## config.mk

```make
export PLATFORM = sky130hd
export DESIGN_NAME = inst_mem_loader
export DESIGN_NICKNAME = d
export VERILOG_FILES = /design/src/rtl/loader_pkg.sv /design/src/rtl/word_assembler.sv /design/src/rtl/inst_mem_loader.sv
export SDC_FILE = /design/constraint.sdc
export NUM_CORES = 1
export LEC_CHECK = 0
export BUFFER_PORTS_ARGS = -buffer_cell sky130_fd_sc_hd__buf_2
export CAP_MARGIN = 10
export CORE_AREA = 2 2 97 99
export CTS_BUF_LIST = sky130_fd_sc_hd__clkbuf_4
export DETAILED_ROUTE_END_ITERATION = 16
export DIE_AREA = 0 0 99 101
export GPL_ROUTABILITY_DRIVEN = 0
export PLACE_DENSITY = 0.72
export SLEW_MARGIN = 20
export SYNTH_ARGS = -nofsm -noshare
export SYNTH_HDL_FRONTEND = slang
export SYNTH_SLANG_ARGS = --single-unit
```

## constraint.sdc

```tcl
create_clock -name clk -period 5.5 [get_ports clk]
set_input_delay 1.1 -clock clk [delete_from_list [all_inputs] [get_ports clk]]
set_output_delay 1.1 -clock clk [all_outputs]
set_load 0.02 [all_outputs]
```

## src/rtl/loader_pkg.sv

```systemverilog
// Shared types and constants for the instruction-memory loader.
package loader_pkg;

  localparam int unsigned INST_SIZE_DEFAULT = 32;
  localparam int unsigned BYTES_PER_WORD    = INST_SIZE_DEFAULT / 8;

  typedef enum logic [1:0] {
    StIdle,
    StRecv,
    StWrite,
    StDone
  } loader_state_e;

  // Bytes per instruction word for an arbitrary word width.
  function automatic int unsigned bytes_per_word(input int unsigned inst_size);
    return inst_size / 8;
  endfunction

endpackage

```

## src/rtl/word_assembler.sv

```systemverilog
// Collects a little-endian byte stream into instruction words.
// word_next is the register contents with the incoming byte already placed at
// the current index, so the owner can capture a complete word on the cycle its
// last byte is accepted.
module word_assembler
  import loader_pkg::*;
#(
  parameter int unsigned INST_SIZE = INST_SIZE_DEFAULT
) (
  input  logic                 clk,
  input  logic                 rst,
  input  logic                 clear,
  input  logic                 accept,
  input  logic [7:0]           byte_data,
  output logic                 last_byte,
  output logic [INST_SIZE-1:0] word_next
);

  localparam int unsigned Bpw  = bytes_per_word(INST_SIZE);
  localparam int unsigned IdxW = (Bpw > 1) ? $clog2(Bpw) : 1;
  localparam logic [IdxW-1:0] LastIdx = IdxW'(Bpw - 1);

  logic [IdxW-1:0]      idx_q;
  logic [INST_SIZE-1:0] data_q;

  assign last_byte = (idx_q == LastIdx);

  // Place the incoming byte into its lane of the partial word.
  always_comb begin
    word_next = data_q;
    for (int k = 0; k < int'(Bpw); k++) begin
      if (idx_q == IdxW'(k)) begin
        word_next[8*k +: 8] = byte_data;
      end
    end
  end

  // Byte index and partial-word register; the index wraps after the last lane.
  always_ff @(posedge clk) begin
    if (rst) begin
      idx_q  <= '0;
      data_q <= '0;
    end else if (clear) begin
      idx_q <= '0;
    end else if (accept) begin
      data_q <= word_next;
      idx_q  <= last_byte ? '0 : idx_q + 1'b1;
    end
  end

endmodule

```

## src/rtl/inst_mem_loader.sv

```systemverilog
// Streams a program, byte by byte, into instruction memory and holds the core
// in reset until a complete load has finished.
module inst_mem_loader
  import loader_pkg::*;
#(
  parameter int unsigned INST_MEM_DEPTH = 8,
  parameter int unsigned INST_SIZE      = BYTES_PER_WORD * 8
) (
  input  logic                      clk,
  input  logic                      rst,
  input  logic                      load_start,
  input  logic [INST_MEM_DEPTH:0]   load_len,
  input  logic                      load_abort,
  input  logic                      byte_valid,
  input  logic [7:0]                byte_data,
  output logic                      byte_ready,
  output logic                      imem_we,
  output logic [INST_MEM_DEPTH-1:0] imem_addr,
  output logic [INST_SIZE-1:0]      imem_wdata,
  output logic                      cpu_rst,
  output logic                      busy,
  output logic                      done,
  output logic                      err
);

  // Largest legal length: the whole memory.
  localparam logic [INST_MEM_DEPTH:0] MaxLen = {1'b1, {INST_MEM_DEPTH{1'b0}}};

  loader_state_e state_q, state_d;

  logic [INST_MEM_DEPTH:0]   len_q;
  logic [INST_MEM_DEPTH:0]   word_cnt_q;
  logic [INST_MEM_DEPTH:0]   word_cnt_inc;
  logic [INST_MEM_DEPTH-1:0] addr_q;
  logic [INST_SIZE-1:0]      wdata_q;
  logic                      err_q;

  logic                      len_ok;
  logic                      start_ok;
  logic                      start_bad;
  logic                      accept;
  logic                      latch_word;
  logic                      last_byte;
  logic [INST_SIZE-1:0]      word_next;

  assign len_ok       = (load_len != '0) && (load_len <= MaxLen);
  assign word_cnt_inc = word_cnt_q + 1'b1;

  word_assembler #(
    .INST_SIZE (INST_SIZE)
  ) u_word_assembler (
    .clk       (clk),
    .rst       (rst),
    .clear     (start_ok),
    .accept    (accept),
    .byte_data (byte_data),
    .last_byte (last_byte),
    .word_next (word_next)
  );

  // Next-state and per-cycle control decode.
  always_comb begin
    state_d    = state_q;
    start_ok   = 1'b0;
    start_bad  = 1'b0;
    accept     = 1'b0;
    latch_word = 1'b0;
    unique case (state_q)
      StIdle, StDone: begin
        // Abort is meaningless here; start is the only request honoured.
        if (load_start) begin
          if (len_ok) begin
            start_ok = 1'b1;
            state_d  = StRecv;
          end else begin
            start_bad = 1'b1;
          end
        end
      end
      StRecv: begin
        if (load_abort) begin
          state_d = StIdle;
        end else if (byte_valid) begin
          accept = 1'b1;
          if (last_byte) begin
            latch_word = 1'b1;
            state_d    = StWrite;
          end
        end
      end
      StWrite: begin
        // The strobe for this cycle is already out; abort only redirects.
        if (load_abort) begin
          state_d = StIdle;
        end else if (word_cnt_inc == len_q) begin
          state_d = StDone;
        end else begin
          state_d = StRecv;
        end
      end
      default: state_d = StIdle;
    endcase
  end

  // State, length/word counters, error pulse and the write-port registers.
  always_ff @(posedge clk) begin
    if (rst) begin
      state_q    <= StIdle;
      len_q      <= '0;
      word_cnt_q <= '0;
      addr_q     <= '0;
      wdata_q    <= '0;
      err_q      <= 1'b0;
    end else begin
      state_q <= state_d;
      err_q   <= start_bad;
      if (start_ok) begin
        len_q      <= load_len;
        word_cnt_q <= '0;
      end else if (state_q == StWrite) begin
        word_cnt_q <= word_cnt_inc;
      end
      // Capture address and data together so both hold after the strobe.
      if (latch_word) begin
        addr_q  <= word_cnt_q[INST_MEM_DEPTH-1:0];
        wdata_q <= word_next;
      end
    end
  end

  // Outputs are pure decodes of the state plus the held write-port registers.
  always_comb begin
    byte_ready = (state_q == StRecv);
    imem_we    = (state_q == StWrite);
    busy       = (state_q == StRecv) || (state_q == StWrite);
    done       = (state_q == StDone);
    cpu_rst    = (state_q != StDone);
    err        = err_q;
    imem_addr  = addr_q;
    imem_wdata = wdata_q;
  end

endmodule

```

Word-level counts from Yosys, hierarchy flattened:

Cells that the tools add are included.

* register bits: 95
* input port bits: 22
* logic and storage cells: 60

* add/subtract/negate cells: 2
* order comparisons: 1
* equality and inequality tests: 12
* multiplexer cells: 24
* bitwise logic cells: 3
* reduce and logical (&&, ||, !) cells: 10

Operators with widths (count)
* $mux W8: 4
* $mux W2: 8
* $mux W1: 11
* $add A9 B1 Y9 const B: 1
* $eq A9 B9 Y1: 1
* $le A9 B9 Y1 const B: 1
* $reduce_bool A9 Y1: 1
* $eq A2 B2 Y1 const B: 4
* $ne A2 B2 Y1 const B: 3
* $pmux W2 S3: 1
* $eq A2 B1 Y1 const B: 2
* $logic_not A2 Y1: 2
* $reduce_and A4 Y1: 1
* $reduce_or A2 Y1: 2
* $ne A3 B2 Y1 const B: 1
* $ne A3 B3 Y1 const B: 1
* $not A1 Y1: 3
* $reduce_or A3 Y1: 1
* $add A2 B1 Y2 const B: 1
* $reduce_and A2 Y1: 1
* $logic_and A1 B1 Y1: 1
* $logic_or A1 B1 Y1: 1

Longest topological paths before layout:

* word-level depth: 7
* gate-level depth with buffers: 8
* mapped depth without buffers: 7

Cells and area by module:

From an unflattened synthesis, not the netlist that was laid out.

* cell total of the unflattened synthesis: 488
* area, all modules: 4474.3 um2

Modules (own cells, without submodules)
* inst_mem_loader: instances 1, cells each 320, area each 2636.3 um2, seq. area each 1221.2 um2
* word_assembler: instances 1, cells each 168, area each 1838.0 um2, seq. area each 680.7 um2

Worst setup path before layout:

OpenSTA, ideal clock, no wires.

* path type: input to register
* start point: in load_len[4]
* end point: reg u_word_assembler.data_q[6]
* library setup time: 128 ps
* arrival time: 2760 ps
* slack: 2613 ps
* stages: 6
* buffers on the path: 1
* cells stage by stage: or4_4 -> o21a_1 -> buf_6 -> o311ai_4 -> mux2i_1 -> nor2_1

* cells in the longest elaborated chain, start to end: 7
* elaborated cells on any way between the ends: 8
* classes of those cells: order compare (1); mux (3); bitwise (1); reduce/logical (3)

Ends and longest elaborated chain
* start: declaration: line inst_mem_loader.sv:12 `input logic [INST_MEM_DEPTH:0] load_len,`
* $le A9 B9 Y1 / $reduce_bool A9 Y1 (equally long branches): line inst_mem_loader.sv:46 `assign len_ok = (load_len != '0) && (load_len <= MaxLen);`
* $logic_and A1 B1 Y1 *: line inst_mem_loader.sv:46
* $mux W1 *: line inst_mem_loader.sv:72 `if (len_ok) begin`
* $mux W1 *: line inst_mem_loader.sv:71 `if (load_start) begin`
* $mux W1 *: line inst_mem_loader.sv:68 `unique case (state_q)`
* $not A1 Y1 (no line) *
* $reduce_and A2 Y1 (no line) *
* end signal: assignment: line word_assembler.sv:46 `data_q <= word_next;`
* end: declaration: line word_assembler.sv:24 `logic [INST_SIZE-1:0] data_q;`

Every way passes the cells marked *; elsewhere a longest branch is shown, timed or not.
A chain may end at the register's enable or synchronous reset.

Worst setup path after layout:

* start point: in load_len[4]
* end point: reg u_word_assembler.data_q[20]

The elaborated chain is that of the path after synthesis.

==> flow_summary.yaml <==
floorplanning:
  die_area_um2: 10000
  start_util: 0.435
  fp.dieH_um: 101
  pin_count: 68
  die_w_um: 99
  core_area_um2: 8980
  placement_rows: 35
critical_path:
  endpoint_of_the_worst_setup_timing_path: "u_word_assembler.data_q[20]"
  cp_top_delay_family: "compound AO/OA/AOI/OAI gates"
  nature_of_the_critical_path_startpoint: "input pin"
  timing.critical_path.slowest_stage_cell: "sky130_fd_sc_hd__o311ai_4"
  critical_path_class: "input pin to register"
  regToRegEndpoint: "state_q[1]"
  regToRegStartpoint: "word_cnt_q[0]"
  cp.buffers_inverters: 1
  timing.critical_path.cells: "buf_2, or4_4, o21a_1, o311ai_4, mux2i_1, nor2_1"
  startpoint: "load_len[4]"
  r2r.worst_path.cells: 5
  critical_path.max_stage_delay_ns: 0.66
  worst-endpoint-required_ns: 5.83
  worst-endpoint-arrival_ns: 3.14
  crit_path_end_kind: "register"
  crit_fanout: 8
  critical_path_depth: 6
  setup.reg_to_reg.worst_slack_ns: 2.98
synth:
  yosys-mux-area-fraction: 0.146
  synth_area_leader_cell: "sky130_fd_sc_hd__dfxtp_1"
  synth_top_family_by_area: "simple AND/OR/NAND/NOR gates"
  netlist_area_um2: 3900
  yosysUniqueCellTypes: 40
  synth_compound_area_frac: 0.122
  synth_simple_gate_area_frac: 0.163
  asyncSetResetFlopFracSynth: 0
  sequential_to_total_area_share_from_yosys_stat: 0.446
  synth-xor-area-share: 0.0471
  synthDominantCellAreaShare: 0.446
  synth_enable_flop_cells: 0
  most_used_standard_cell_by_instance_count_after_synthesis: "sky130_fd_sc_hd__dfxtp_1"
  postSynth.topFlopCell: "sky130_fd_sc_hd__dfxtp_1"
  yosys.area_share.adder: 0.0256
  synth_fp_nets: 460
  netlist_top_cells_count: "sky130_fd_sc_hd__dfxtp_1 (87), sky130_fd_sc_hd__nor2_1 (75), sky130_fd_sc_hd__mux2i_1 (57), sky130_fd_sc_hd__nand2_1 (39), sky130_fd_sc_hd__clkbuf_1 (29)"
  post_synth_inst_count: 430
  synth_top_cells_by_area: "sky130_fd_sc_hd__dfxtp_1 (45%), sky130_fd_sc_hd__mux2i_1 (15%), sky130_fd_sc_hd__nor2_1 (7.2%)"
  synth-seq-cells: 87
  synthesis.area_per_instance_um2: 9.08
  yosys_warning_count: 0
routing:
  route.detailed.vias_per_inst: 5.19
  wl_per_cell_um: 14.7
  vias: 3039
  detailedRoute.firstIterationViolations: 138
  antenna_violating_nets_post_route: 0
  drtPass1Iterations: 5
  drc: 0
  drt-total-wl_um: 8590
clock_network:
  ctsLongestPathBuffers: 2
  cts_hold_buffers: 0
  h-tree-depth: 3
  clock_sinks: 87
  post-cts-setup-buffers: 0
  post_cts_sizing: 0
  cts_root_buffer: "sky130_fd_sc_hd__clkbuf_4"
  clkSlewWorstSetupHoldPaths_ns: 0.13
  cts_tree: "done"
  cts-buffers-inserted: 9
  clk_latency_ns: 0.45
timing:
  hold_viol_final: 0
  final.period_utilization: 0.510
  setup_viol_count_final: 0
  number_of_pins_with_negative_max_slew_slack_in_the_final_report: 0
  rsz_0062_raised_after_global_routing: "false"
  fin_skew_ns: 0.0175
  timing.setup.tns_ns: 0
  transition_at_the_pin_with_the_smallest_max_transition_slack_ns: 0.853
  slew_headroom: 0.431
  top_achievable_clock_speed_mhz: 356
  post-route-worst-setup-slack_ns: 2.69
  period_needed_ns: 2.81
place:
  post_dp_cell_area_um2: 4230
  detailedPlace.worstSlack_ns: 2.21
  detailedPlacementHpwl_um: 6230
  port-buffer-count: 67
hold_path:
  hold_path_class: "register to register"
final_layout:
  num-nets-final: 500
  drive_above_1_share: 0.198
  fin_area_um2: 4380
  antenna_cells: 0
  synthesis_to_layout_area_growth_pct: 12.2
global_route:
  globalRoute.totalOverflow: 0
  grt_pass1_vias: 2930
  wire_length_of_the_first_global_routing_pass_um: 14600
  initial_antenna_violation_count: 0
  grt_max_degree: 65
  globalRouteTotalUtil: 0.182
power:
  static-leakage-power_nw: 1.85
  irDropWorstVdd_mv: 0.158
  power_per_cell_area_nw_per_um2: 252
run_status:
  outcome: "completed"
run:
  number_of_maximum_capacitance_violations: 0
==> worst min path at each step <==
stage                                           from                          to  cells past startpoint
after global routing                    imem_addr[7]                imem_addr[7]                      2
after global placement                  imem_addr[2]                imem_addr[2]                      2
final                                   imem_addr[0]                imem_addr[0]                      2
after CTS                               imem_addr[0]                imem_addr[0]                      2
after floorplan           u_word_assembler.data_q[0]  u_word_assembler.data_q[0]                      2
after detailed placement                imem_addr[1]                imem_addr[1]                      2
==> state kept, by name, indices dropped and copies added, names as in the netlist <==
| name | flops |
|---|---|
| len_q | 9 |
| state_q | 2 |
| imem_addr | 8 |
| err | 1 |
| imem_wdata | 32 |
| u_word_assembler.data_q | 24 |
| u_word_assembler.idx_q | 2 |
| word_cnt_q | 9 |
==> layout make-up <==
type                       count  area [um2]
sequential                    87        1740
timing repair buffer          68         343
fill                         861        4600
inverter                      10        37.5
clock buffer                   9        67.6
tap                          111         139
multi-input combinational    294        1970
clock inverter                 7        80.1
==> placed cells by master (no fill, tap or decap), types with 2 or more instances in the layout <==
| cell | Yosys | final |
|---|---|---|
| sky130_fd_sc_hd__xnor2_1 | 11 | 11 |
| sky130_fd_sc_hd__nand3_1 | 7 | 7 |
| sky130_fd_sc_hd__nor3_1 | 3 | 3 |
| sky130_fd_sc_hd__nor4_1 | 2 | 2 |
| sky130_fd_sc_hd__a211oi_1 | 25 | 25 |
| sky130_fd_sc_hd__inv_1 | 10 | 10 |
| sky130_fd_sc_hd__nor3_4 | 2 | 2 |
| sky130_fd_sc_hd__clkinv_4 | 0 | 2 |
| sky130_fd_sc_hd__nor2_1 | 75 | 75 |
| sky130_fd_sc_hd__nand2_1 | 39 | 39 |
| sky130_fd_sc_hd__mux2i_1 | 57 | 57 |
| sky130_fd_sc_hd__o311ai_4 | 3 | 3 |
| sky130_fd_sc_hd__inv_6 | 0 | 2 |
| sky130_fd_sc_hd__nand4_1 | 3 | 3 |
| sky130_fd_sc_hd__ha_1 | 8 | 8 |
| sky130_fd_sc_hd__clkbuf_4 | 0 | 9 |
| sky130_fd_sc_hd__nand2b_1 | 3 | 3 |
| sky130_fd_sc_hd__o211ai_1 | 2 | 2 |
| sky130_fd_sc_hd__o21ai_0 | 3 | 3 |
| sky130_fd_sc_hd__dfxtp_1 | 87 | 87 |
| sky130_fd_sc_hd__a21oi_1 | 23 | 23 |
| sky130_fd_sc_hd__buf_2 | 1 | 67 |
| sky130_fd_sc_hd__or4_4 | 2 | 2 |
| sky130_fd_sc_hd__xor2_1 | 10 | 10 |
==> power breakdown <==
group	switching [mW]	internal, mW
clock network	0.231	0.145
logic	0.0552	0.0316
registers	0.00571	0.637
==> layer usage <==
layer | routed length (um) | global-route usage | vias to the layer above
li1 | - | - | 1548
met3 | 412 | 0.0479 | 14
met2 | 4240 | 0.316 | 73
met5 | 0 | 0 | -
met4 | 156 | 0.0474 | 0
met1 | 3790 | 0.225 | 1404
==> stage by stage <==
step                      total power [mW]  instances   util  hold slack [ns]
after CTS                             1.12        586  0.488            0.470
after floorplan                      0.721        430      -            0.463
after global routing                  1.15        586  0.488            0.488
final                                 1.11        586  0.488            0.464
after global placement               0.742        570  0.471            0.444
after detailed placement             0.744        570  0.471            0.451
==> worst min-delay path: cells and delay by family (launching register included) <==
kind             cells  cell delay, ns
flip-flops           1            0.33
AND/OR/NAND/NOR      1            0.05
AO/OA/AOI/OAI        1            0.05
==> cells by family after synthesis <==
group | count (synthesis)
simple gates | 144
compound gates | 64
flops | 87
xor+xnor | 21
mux | 57
fa+ha+maj | 8
buf+inv | 49
Note: power is estimated with default switching activity, not from simulation.
